$ cat config.mk
export PLATFORM = sky130hd
export DESIGN_NAME = rc4_decrypt_fsm
export DESIGN_NICKNAME = d
export VERILOG_FILES = /design/src/rtl/rc4_decrypt_fsm.sv
export SDC_FILE = /design/constraint.sdc
export NUM_CORES = 1
export LEC_CHECK = 0
export ABC_AREA = 1
export CORE_MARGIN = 2
export CORE_UTILIZATION = 60
export DETAILED_ROUTE_END_ITERATION = 10
export PLACE_DENSITY = 0.85
export SLEW_MARGIN = 20
export SYNTH_ARGS = -nofsm -noshare
export SYNTH_HDL_FRONTEND = slang
export SYNTH_SLANG_ARGS = --single-unit
$ cat constraint.sdc
create_clock -name CLOCK_50 -period 3.8 [get_ports CLOCK_50]
set_clock_uncertainty 0.05 [all_clocks]
set_input_delay 0.95 -clock CLOCK_50 [delete_from_list [all_inputs] [get_ports CLOCK_50]]
set_output_delay 0.95 -clock CLOCK_50 [all_outputs]
set_load 0.01 [all_outputs]
$ cat src/rtl/rc4_decrypt_fsm.sv
// rc4_decrypt_fsm
//   RC4 PRGA stage. It runs after the KSA shuffle has finished and shares the
//   S memory with it through the S-memory mux. For each byte k it produces one
//   keystream byte, XORs it with encrypted ROM byte k, and writes the
//   plaintext to decrypted RAM address k.
//
// Build option:
//   DECRYPT_VALID_CHECK_EN - when defined, the FSM stops early if a plaintext
//   byte is not lowercase ASCII or space, and raises key_invalid. When it is
//   not defined, key_invalid is tied low and every byte is processed.
//
// Ports:
//   CLOCK_50          system clock; all state changes on the rising edge
//   reset_n           asynchronous active-low reset
//   start             level; sampled only in IDLE
//   s_data_in         S-memory read data (synchronous-read memory)
//   s_address_out     S-memory address
//   s_data_out        S-memory write data
//   s_write_enable    S-memory write strobe
//   rom_address       encrypted ROM address
//   rom_data_in       encrypted ROM read data (synchronous-read memory)
//   ram_address       decrypted RAM address
//   ram_data_out      plaintext byte
//   ram_write_enable  RAM write strobe
//   ready             high in IDLE only
//   done              high in DONE only
//   key_invalid       early-abort flag (build option)
//
// state        | meaning
// -------------+-----------------------------------------------
// IDLE         | waiting for start
// SETUP_SI     | register S address = i
// WAIT_SI      | S memory read in flight
// READ_SI      | capture si
// CALC_J       | j = j + si
// SETUP_SJ     | register S address = j
// WAIT_SJ      | S memory read in flight
// READ_SJ      | capture sj
// SETUP_WR_SI  | register address i, data sj
// WR_SI        | write S[i]
// SETUP_WR_SJ  | register address j, data si
// WR_SJ        | write S[j]
// SETUP_F      | register S address = si + sj, ROM address = k
// WAIT_F       | S and ROM reads in flight
// READ_F       | capture keystream byte f and cipher byte c
// SETUP_RAM    | register RAM address = k, data = f ^ c
// WRITE_RAM    | write RAM[k]
// NEXT_K       | advance to next byte, or finish
// DONE         | hold done until start drops

module rc4_decrypt_fsm #(
    parameter int MESSAGE_LENGTH = 32,
    parameter int ADDR_WIDTH     = 5
) (
    input  logic                  CLOCK_50,
    input  logic                  reset_n,
    input  logic                  start,
    input  logic [7:0]            s_data_in,
    output logic [7:0]            s_address_out,
    output logic [7:0]            s_data_out,
    output logic                  s_write_enable,
    output logic [ADDR_WIDTH-1:0] rom_address,
    input  logic [7:0]            rom_data_in,
    output logic [ADDR_WIDTH-1:0] ram_address,
    output logic [7:0]            ram_data_out,
    output logic                  ram_write_enable,
    output logic                  ready,
    output logic                  done,
    output logic                  key_invalid
);

    typedef enum logic [4:0] {
        ST_IDLE, ST_SETUP_SI, ST_WAIT_SI, ST_READ_SI, ST_CALC_J,
        ST_SETUP_SJ, ST_WAIT_SJ, ST_READ_SJ, ST_SETUP_WR_SI, ST_WR_SI,
        ST_SETUP_WR_SJ, ST_WR_SJ, ST_SETUP_F, ST_WAIT_F, ST_READ_F,
        ST_SETUP_RAM, ST_WRITE_RAM, ST_NEXT_K, ST_DONE
    } state_t;

    localparam logic [ADDR_WIDTH-1:0] K_LAST = ADDR_WIDTH'(MESSAGE_LENGTH - 1);

    state_t                state, state_next;
    logic [7:0]            i, j, si, sj, f, c;
    logic [ADDR_WIDTH-1:0] k;
    logic [7:0]            plain;
    logic                  abort;

    assign plain = f ^ c;

    always_ff @(posedge CLOCK_50 or negedge reset_n) begin
        if (!reset_n) begin
            state <= ST_IDLE;
        end else begin
            state <= state_next;
        end
    end

    always_comb begin
        state_next       = state;
        s_write_enable   = 1'b0;
        ram_write_enable = 1'b0;
        ready            = 1'b0;
        done             = 1'b0;
        case (state)
            ST_IDLE: begin
                ready = 1'b1;
                if (start) state_next = ST_SETUP_SI;
            end
            ST_SETUP_SI:    state_next = ST_WAIT_SI;
            ST_WAIT_SI:     state_next = ST_READ_SI;
            ST_READ_SI:     state_next = ST_CALC_J;
            ST_CALC_J:      state_next = ST_SETUP_SJ;
            ST_SETUP_SJ:    state_next = ST_WAIT_SJ;
            ST_WAIT_SJ:     state_next = ST_READ_SJ;
            ST_READ_SJ:     state_next = ST_SETUP_WR_SI;
            ST_SETUP_WR_SI: state_next = ST_WR_SI;
            ST_WR_SI: begin
                s_write_enable = 1'b1;
                state_next     = ST_SETUP_WR_SJ;
            end
            ST_SETUP_WR_SJ: state_next = ST_WR_SJ;
            ST_WR_SJ: begin
                s_write_enable = 1'b1;
                state_next     = ST_SETUP_F;
            end
            ST_SETUP_F:     state_next = ST_WAIT_F;
            ST_WAIT_F:      state_next = ST_READ_F;
            ST_READ_F:      state_next = ST_SETUP_RAM;
            ST_SETUP_RAM:   state_next = ST_WRITE_RAM;
            ST_WRITE_RAM: begin
                ram_write_enable = 1'b1;
                state_next       = ST_NEXT_K;
            end
            ST_NEXT_K: begin
                if (abort || k == K_LAST) state_next = ST_DONE;
                else                      state_next = ST_SETUP_SI;
            end
            ST_DONE: begin
                done = 1'b1;
                // No auto-restart: start must drop before another run.
                if (!start) state_next = ST_IDLE;
            end
            default:        state_next = ST_IDLE;
        endcase
    end

    always_ff @(posedge CLOCK_50 or negedge reset_n) begin
        if (!reset_n) begin
            i             <= 8'd0;
            j             <= 8'd0;
            k             <= '0;
            si            <= 8'd0;
            sj            <= 8'd0;
            f             <= 8'd0;
            c             <= 8'd0;
            s_address_out <= 8'd0;
            s_data_out    <= 8'd0;
            rom_address   <= '0;
            ram_address   <= '0;
            ram_data_out  <= 8'd0;
        end else begin
            case (state)
                ST_IDLE: begin
                    // PRGA pre-increments i, so the first byte uses i = 1.
                    if (start) begin
                        i <= 8'd1;
                        j <= 8'd0;
                        k <= '0;
                    end
                end
                ST_SETUP_SI:  s_address_out <= i;
                ST_READ_SI:   si <= s_data_in;
                ST_CALC_J:    j <= j + si;
                ST_SETUP_SJ:  s_address_out <= j;
                ST_READ_SJ:   sj <= s_data_in;
                ST_SETUP_WR_SI: begin
                    s_address_out <= i;
                    s_data_out    <= sj;
                end
                ST_SETUP_WR_SJ: begin
                    s_address_out <= j;
                    s_data_out    <= si;
                end
                ST_SETUP_F: begin
                    // Swapped values sum to the same index as before the swap.
                    s_address_out <= si + sj;
                    rom_address   <= k;
                end
                ST_READ_F: begin
                    f <= s_data_in;
                    c <= rom_data_in;
                end
                ST_SETUP_RAM: begin
                    ram_address  <= k;
                    ram_data_out <= plain;
                end
                ST_NEXT_K: begin
                    if (state_next == ST_SETUP_SI) begin
                        k <= k + ADDR_WIDTH'(1);
                        i <= i + 8'd1;
                    end
                end
                default: ;
            endcase
        end
    end

`ifdef DECRYPT_VALID_CHECK_EN
    logic byte_bad;
    logic key_invalid_q;
    logic is_text;

    assign is_text     = (plain >= 8'h61 && plain <= 8'h7A) || (plain == 8'h20);
    assign abort       = byte_bad;
    assign key_invalid = key_invalid_q;

    always_ff @(posedge CLOCK_50 or negedge reset_n) begin
        if (!reset_n) begin
            byte_bad      <= 1'b0;
            key_invalid_q <= 1'b0;
        end else begin
            case (state)
                ST_IDLE:      if (start) key_invalid_q <= 1'b0;
                ST_SETUP_RAM: byte_bad <= !is_text;
                // The bad byte has already been written in WRITE_RAM.
                ST_NEXT_K:    if (byte_bad) key_invalid_q <= 1'b1;
                default: ;
            endcase
        end
    end
`else
    assign abort       = 1'b0;
    assign key_invalid = 1'b0;
`endif

endmodule

==> summary.md, run 1 <==
| Metric | Value |
|---|---|
| Final TNS setup | `0 ns` |
| Number of synthesized register bits | `roughly 90` |
| Global-route wire length before repair | `between 15 and 20 mm` |
| Count of unresolved DRC violations after routing | `0` |
| Power density cells | `roughly 800 nW/um2` |
| Setup repair after global routing missed its margin | `no` |
| Num Clock Sinks | `92` |
| Die height | `slightly above 90 um` |
| Synthesized instance count | `569` |
| Commonest register cell after synthesis | `sky130_fd_sc_hd__dfrtp_1` |
| All-layer global routing usage | `0.2718` |
| Worst min-delay path startpoint | `ram_data_out[6]$_DFFE_PN0N_` |
| Number of antenna violations at the first check in global routing | `0` |
| Result of the run | `finished clean` |
| Post-detailed-placement cell area | `5394 um2` |
| Type of the worst setup path | `register to primary output` |
| Number of max-cap violations | `0` |
| # setup viols final | `0` |
| Static leakage | `around 2.7 nW` |
| Reg-to-reg endpoint | `s_address_out[5]$_DFFE_PN0P_` |
| Post-synth net total | `between 600 and 700` |
| Total number of H-tree levels | `3` |
| Most common library cells after synthesis | `sky130_fd_sc_hd__nand2_1 (143), sky130_fd_sc_hd__dfrtp_1 (92), sky130_fd_sc_hd__o21ai_0 (54), sky130_fd_sc_hd__inv_1 (52), sky130_fd_sc_hd__nor2_1 (41)` |
| Sequential share of the synthesized area | `0.4831` |
| Total area of sequential cells | `between 2000 and 2500 um2` |
| Final worst-path setup slack | `approximately 0.97 ns` |
| EDFF count, synth | `0` |
| Clock Path Buffers | `2` |
| Number of resized instances in the post-cts repair step | `0` |
| Clock-pin slew of the registers on the worst-case setup and hold paths | `roughly 0.10 ns` |
| Initial Util | `0.6167` |
| Maximum clock frequency | `roughly 350 MHz` |
| Syn Std Cell Area | `4766 um2` |
| Antenna viol nets, final | `0` |
| Avg Cell Area, Syn | `8.376 um2` |
| Worst hold path class | `register to register` |
| Cell chosen for the clock root | `sky130_fd_sc_hd__clkbuf_8` |
| Worst-case headroom to the max-slew limit | `0.4246` |
| Crit path time final | `around 2.8 ns` |
| Number of global-route vias before repair | `3921` |
| Start of the worst register-to-register path | `state[4]$_DFF_PN0_` |
| Share of the synthesized area in the top cell type | `0.4831` |
| Combined buffer and inverter count along the critical path | `1` |
| Average wire per cell in the routed design | `14.96 um` |
| Area grow syn2layout | `17.62%` |
| Ant. Diodes | `0` |
| Post-CTS repair timing setup buffer count | `0` |
| Largest cells by area after synthesis | `sky130_fd_sc_hd__dfrtp_1 (48%), sky130_fd_sc_hd__nand2_1 (11%), sky130_fd_sc_hd__o21ai_0 (5.7%), sky130_fd_sc_hd__ha_1 (4.5%), sky130_fd_sc_hd__nand3_1 (4.1%)` |
| Ratio of cells with drive above 1 in the final layout | `0.07619` |
| Multi-input gate area in the final layout | `around 2200 um2` |
| Proportion of register bits with asynchronous set or reset after synthesis | `1.000` |
| Most frequently used cell type in the post-synthesis netlist | `sky130_fd_sc_hd__nand2_1` |
| Final Net Count | `663` |
| Slew at the pin closest to its max-slew limit | `around 0.86 ns` |
| Row count | `32` |
| Via total after detailed routing | `4021` |
| Count of different cell masters after synthesis | `37` |
| Endpoint of the worst hold-timing path | `ram_data_out[6]$_DFFE_PN0N_` |
| Logic depth of the worst setup path including buffers | `4` |
| Crit path max-delay family | `buffers and inverters` |
| Die Width | `around 93 um` |
| Reg2Reg Depth | `8` |
| Endpoint type of the worst setup path | `primary output` |
| Port bufs | `56` |
| Cell-by-cell listing of the critical path | `nor2_4 > nand2_1 > nor2_1 > clkdlybuf4s50_1` |
| Detailed-placement wirelength estimate | `slightly above 8 mm` |
| I/O Pins | `between 50 and 60` |
| Std-Cell Core Area | `around 7700 um2` |
| Total wire length | `approximately 11 mm` |
| Reg2Reg Setup Slack | `1.62 ns` |
| Final number of hold-violating endpoints | `0` |
| Global placer's final weighted congestion | `just over 0.9` |
| Clock tree from TritonCTS | `built` |
| Clock latency at the later pin of the worst-skew pair | `approximately 0.37 ns` |
| Largest driver fanout on the critical path | `5` |
| Cell type with the highest aggregate area in the netlist | `sky130_fd_sc_hd__dfrtp_1` |
| Final worst-path cycle share | `0.7458` |
| # hold bufs at CTS | `0` |
| CP Data Arrival Time | `1.83 ns` |
| Count of fill cells added during filler insertion | `roughly 580` |
| CP Launch Type | `register` |
| Critical Path Max Stage Delay | `0.56 ns` |
| Number of design-rule violations left by the first detailed-router iteration | `roughly 230` |
| TritonCTS buffer count | `9` |
| Final hold slack | `0.4449 ns` |
| Fin area | `about 5600 um2` |
| Mean number of vias per cell | `~5.5` |
| Die area | `8672 um2` |
| Place WS | `between 1 and 1.5 ns` |
| Worst Hold Path Cells | `2` |
| Yosys warning count | `0` |
| Maximum vdd drop | `0.5126 mV` |
| Final-report max-slew violation count | `0` |
| Slowest cell on the critical path | `sky130_fd_sc_hd__clkdlybuf4s50_1` |
| CP Data Required Time | `2.80 ns` |
| Largest net degree at the start of global routing | `38` |
| Iteration count of the initial detailed-routing pass | `5` |
| Grt ovf | `0` |
## routing by layer
metal  share of wire  global-route usage  wire length (um)
met3           0.031             0.03304               334
met5               0                   0                 0
met4           0.017             0.09314               182
met1            0.48              0.3923              5216
met2            0.48              0.4300              5216
## layout by cell type (no fill, tap or decap), types with 3 or more instances in the layout
| cell type | count |
|---|---|
| sky130_fd_sc_hd__buf_4 | 3 |
| sky130_fd_sc_hd__nand2_1 | 143 |
| sky130_fd_sc_hd__o21ai_1 | 9 |
| sky130_fd_sc_hd__o21ai_0 | 54 |
| sky130_fd_sc_hd__nand3_1 | 39 |
| sky130_fd_sc_hd__a21oi_1 | 28 |
| sky130_fd_sc_hd__nand2_2 | 5 |
| sky130_fd_sc_hd__mux2_2 | 4 |
| sky130_fd_sc_hd__nand4_1 | 13 |
| sky130_fd_sc_hd__xnor2_1 | 11 |
| sky130_fd_sc_hd__nor2_4 | 3 |
| sky130_fd_sc_hd__dfrtp_1 | 92 |
| sky130_fd_sc_hd__mux2_1 | 4 |
| sky130_fd_sc_hd__nor2_1 | 41 |
| sky130_fd_sc_hd__clkbuf_8 | 9 |
| sky130_fd_sc_hd__clkdlybuf4s50_1 | 55 |
| sky130_fd_sc_hd__o211ai_1 | 4 |
| sky130_fd_sc_hd__nor3_1 | 3 |
| sky130_fd_sc_hd__inv_1 | 52 |
| sky130_fd_sc_hd__nor2_2 | 7 |
| sky130_fd_sc_hd__inv_2 | 6 |
| sky130_fd_sc_hd__ha_1 | 17 |
## sequential cells by signal (all words and copies together) (netlist names)
signal and count:
f 8, sj 8, s_data_out 8, s_address_out 8, c 8, rom_address 5
ram_data_out 8, state 5, ram_address 5, si 8, i 8, j 8
k 5
## worst min-delay path: stages (launching register included)
cell,delay (ns)
sky130_fd_sc_hd__dfrtp_1,0.36
sky130_fd_sc_hd__nand2_1,0.05
sky130_fd_sc_hd__o21ai_0,0.06
## per-stage QoR
step,cells,total power [mW],utilization
2_1_floorplan,569,3.032,-
6_report,732,4.438,0.7254
5_1_grt,732,4.809,0.7254
3_5_place_dp,716,3.722,0.6980
3_3_place_gp,716,3.638,0.6980
4_1_cts,732,4.439,0.7254
## worst max path at each step
stage	from	endpoint	slack, ns
2_1_floorplan	state[3]$_DFF_PN0_	ram_write_enable	1.96
3_3_place_gp	start	k[2]$_DFFE_PN0P_	1.34
5_1_grt	state[3]$_DFF_PN0_	ram_write_enable	0.86
3_5_place_dp	start	k[2]$_DFFE_PN0P_	1.29
4_1_cts	state[3]$_DFF_PN0_	ram_write_enable	0.96
6_report	state[3]$_DFF_PN0_	ram_write_enable	0.97
## where the power goes
part | switching [mW] | internal, mW | total, mW | leakage [nW]
logic | 1.19 | 0.899 | 2.08 | 1.40
registers | 0.315 | 1.33 | 1.65 | 1.16
clock network | 0.386 | 0.320 | 0.706 | 0.108
total | 1.89 | 2.55 | 4.44 | 2.67
## logic make-up (layout without fill, tap and decap cells)
| group | Yosys count | after routing | share of synthesized area |
|---|---|---|---|
| compound gates | 102 | 102 | 0.1129 |
| xor+xnor | 11 | 11 | 0.02021 |
| fa+ha+maj | 19 | 19 | 0.05303 |
| buf+inv | 71 | 132 | 0.06091 |
| flops | 92 | 92 | 0.4831 |
| mux | 8 | 8 | 0.01890 |
| other cells | 1 | 1 | 0.0007869 |
| simple gates | 265 | 265 | 0.2502 |
## final cells by class
class | count | area share
Sequential cell | 92 | 0.4107
Multi-Input combinational cell | 406 | 0.3877
Timing Repair Buffer | 58 | 0.1022
Inverter | 58 | 0.03884
Tap cell | 102 | 0.02277
Clock buffer | 9 | 0.02210
Clock inverter | 7 | 0.01562
(Power assumes the default switching activity.)
==> run 2: changes to the inputs <==
Settings changed: CORE_UTILIZATION 60 to 51, PLACE_DENSITY 0.85 to 0.77.
Clock period 3.8 ns to 2.5 ns, I/O delays scaled along.
==> run 2 against run 1 <==
Routed wire length increased by 2.6%. Via count increased by 0.32%. Combinational power rose by 56%. Clock power up 53%. Sequential power increased by 52%. First-iteration DRC count increased by 7.0%. Clock-buffer cell count unchanged. Critical path type unchanged.
==> summary.md, run 2 (same netlist as run 1, synthesis figures left out) <==
| Metric | Value |
|---|---|
| Largest driver fanout on the critical path | `6` |
| Mean number of vias per cell | `approximately 5.4` |
| Clock Path Buffers | `2` |
| Final worst-path cycle share | `0.9716` |
| Power density cells | `about 1200 nW/um2` |
| Std-Cell Core Area | `approximately 9200 um2` |
| Slew at the pin closest to its max-slew limit | `a little under 0.7 ns` |
| Clock power frac | `0.158` |
| Final Net Count | `around 670` |
| Global-route wire length before repair | `18.63 mm` |
| Total area of sequential cells | `2305 um2` |
| Total number of H-tree levels | `3` |
| Number of design-rule violations left by the first detailed-router iteration | `around 240` |
| Die Width | `100.7 um` |
| Type of the worst setup path | `register to primary output` |
| Static leakage | `roughly 2.7 nW` |
| Area grow syn2layout | `19.09%` |
| Setup repair after global routing missed its margin | `no` |
| Total met3 wirelength after detailed routing | `562 um` |
| Detailed-placement wirelength estimate | `8.369 mm` |
| Number of max-cap violations | `0` |
| Fin area | `between 5000 and 6000 um2` |
| Relative contribution of combinational cells to total power | `0.475` |
| Total wire length | `11.23 mm` |
| Ratio of cells with drive above 1 in the final layout | `0.08661` |
| Routed met1 length | `about 5.4 mm` |
| Row count | `35` |
| Non-filler instance count after layout | `746` |
| Most common cell after layout, fill and taps aside | `sky130_fd_sc_hd__nand2_1` |
| # setup viols final | `0` |
| Clock latency at the later pin of the worst-skew pair | `approximately 0.36 ns` |
| Sw Share | `0.4245` |
| Result of the run | `finished clean` |
| All-layer global routing usage | `0.2327` |
| Num Clock Sinks | `between 90 and 100` |
| Die height | `a little over 100 um` |
| Count of unresolved DRC violations after routing | `0` |
| Post-detailed-placement cell area | `approximately 5400 um2` |
| Ant. Diodes | `0` |
| Crit path time final | `between 2 and 2.5 ns` |
| Endpoint type of the worst setup path | `primary output` |
| Die area | `10130 um2` |
| Iteration count of the initial detailed-routing pass | `5` |
| I/O Pins | `58` |
| Worst-case headroom to the max-slew limit | `0.5387` |
| Initial Util | `0.5207` |
| Maximum vdd drop | `0.6322 mV` |
| Portion of total power attributed to sequential cells | `0.368` |
| Clock-pin slew of the registers on the worst-case setup and hold paths | `about 0.10 ns` |
| Worst hold path class | `input pin to asynchronous set/reset pin` |
| Antenna viol nets, final | `0` |
| Count of fill cells added during filler insertion | `a little under 800` |
| Detail Route met2 WL | `around 5 mm` |
| Internal power | `between 3 and 4 mW` |
| Clock tree from TritonCTS | `built` |
| Largest net degree at the start of global routing | `37` |
| Multi-input gate area in the final layout | `~2200 um2` |
| Final TNS setup | `0 ns` |
| Global placer's final weighted congestion | `approximately 0.9` |
| CP Data Required Time | `1.82 ns` |
| TritonCTS buffer count | `9` |
| Most frequent cells in the layout | `sky130_fd_sc_hd__nand2_1 (143), sky130_fd_sc_hd__dfrtp_1 (90), sky130_fd_sc_hd__o21ai_0 (54), sky130_fd_sc_hd__clkdlybuf4s50_1 (53), sky130_fd_sc_hd__inv_1 (52)` |
| Via total after detailed routing | `4034` |
| Final number of hold-violating endpoints | `0` |
| # placed instances | `between 700 and 800` |
| CP Launch Type | `register` |
| Cell chosen for the clock root | `sky130_fd_sc_hd__clkbuf_8` |
| Reported net switching power | `roughly 2.9 mW` |
| Port bufs | `56` |
| Highest routing layer actually used | `met4` |
| Grt ovf | `0` |
| Final-report max-slew violation count | `0` |
| Number of global-route vias before repair | `about 3800` |
| Number of antenna violations at the first check in global routing | `0` |
| Average wire per cell in the routed design | `15.06 um` |
| Maximum clock frequency | `between 400 and 500 MHz` |
| # hold bufs at CTS | `0` |
| CP Data Arrival Time | `about 1.8 ns` |
[run 2: cell types whose count changed in the layout (fill, tap and decap cells not counted), sizes merged]
cell,delta
dlymetal6s2s,+2
clkinv,-1
clkinvlp,+1
buf,+5
clkdlybuf4s50,-2
[run 2: metal layers]
metal | global-route usage | up-vias
li1 | - | 1989
met1 | 0.3418 | 1885
met2 | 0.3559 | 139
met3 | 0.03190 | 21
met4 | 0.08008 | 0
met5 | 0 | -
[run 2: metrics by stage]
stage                     power [mW]  worst slack, ns  hold WS, ns    util
after floorplan                4.609           0.8260       0.2794       -
after global placement         5.557           0.3732       0.4173  0.5936
after detailed placement       5.674           0.3282       0.4160  0.5936
after CTS                      6.762          0.03549      0.06601  0.6168
after global routing           7.387         0.001735      0.06720  0.6201
final                          6.822          0.07101      0.06263  0.6201
[run 2: path summary, 6_finish.rpt]
check / from / end / slack [ns] / cells past startpoint
hold / removal: reset_n / s_data_out[4]$_DFFE_PN0P_ / 0.06 / 1
setup / recovery: state[2]$_DFF_PN0_ / s_write_enable / 0.07 / 4
hold reg to reg: s_address_out[4]$_DFFE_PN0P_ / s_address_out[4]$_DFFE_PN0P_ / 0.44 / 2
max in group asynchronous: reset_n / s_address_out[7]$_DFFE_PN0P_ / 1.76 / 2
setup reg to reg: k[0]$_DFFE_PN0P_ / k[2]$_DFFE_PN0P_ / 0.48 / 9
min in group CLOCK_50: s_address_out[4]$_DFFE_PN0P_ / s_address_out[4]$_DFFE_PN0P_ / 0.44 / 2
[run 2: area by class of cell]
class | instances | area share
sequential | 92 | 0.4061
multi-input combinational | 406 | 0.3829
timing repair buffer | 63 | 0.1107
inverter | 58 | 0.03836
tap | 111 | 0.02447
clock buffer | 9 | 0.02183
clock inverter | 7 | 0.01565
[run 2: critical path: stages, from the launching register on]
cell,delay [ns]
sky130_fd_sc_hd__dfrtp_1,0.44
sky130_fd_sc_hd__inv_1,0.10
sky130_fd_sc_hd__nand2_2,0.10
sky130_fd_sc_hd__nor3_1,0.18
sky130_fd_sc_hd__clkdlybuf4s50_1,0.58
[run 2: timing repair]
action                     4_1_cts  5_1_grt
setup endpoints to repair        0        3
buffers inserted                 0        3
gates resized for setup          0        4
[run 2: power by group through the flow]
stage                     combinational [mW]  clock (mW)  sequential, mW
after global placement                  3.05           0            2.51
after CTS                               3.17        1.09            2.50
after detailed placement                3.15           0            2.52
after global routing                    3.64        1.16            2.58
final                                   3.24        1.08            2.51
after floorplan                         2.12           0            2.49
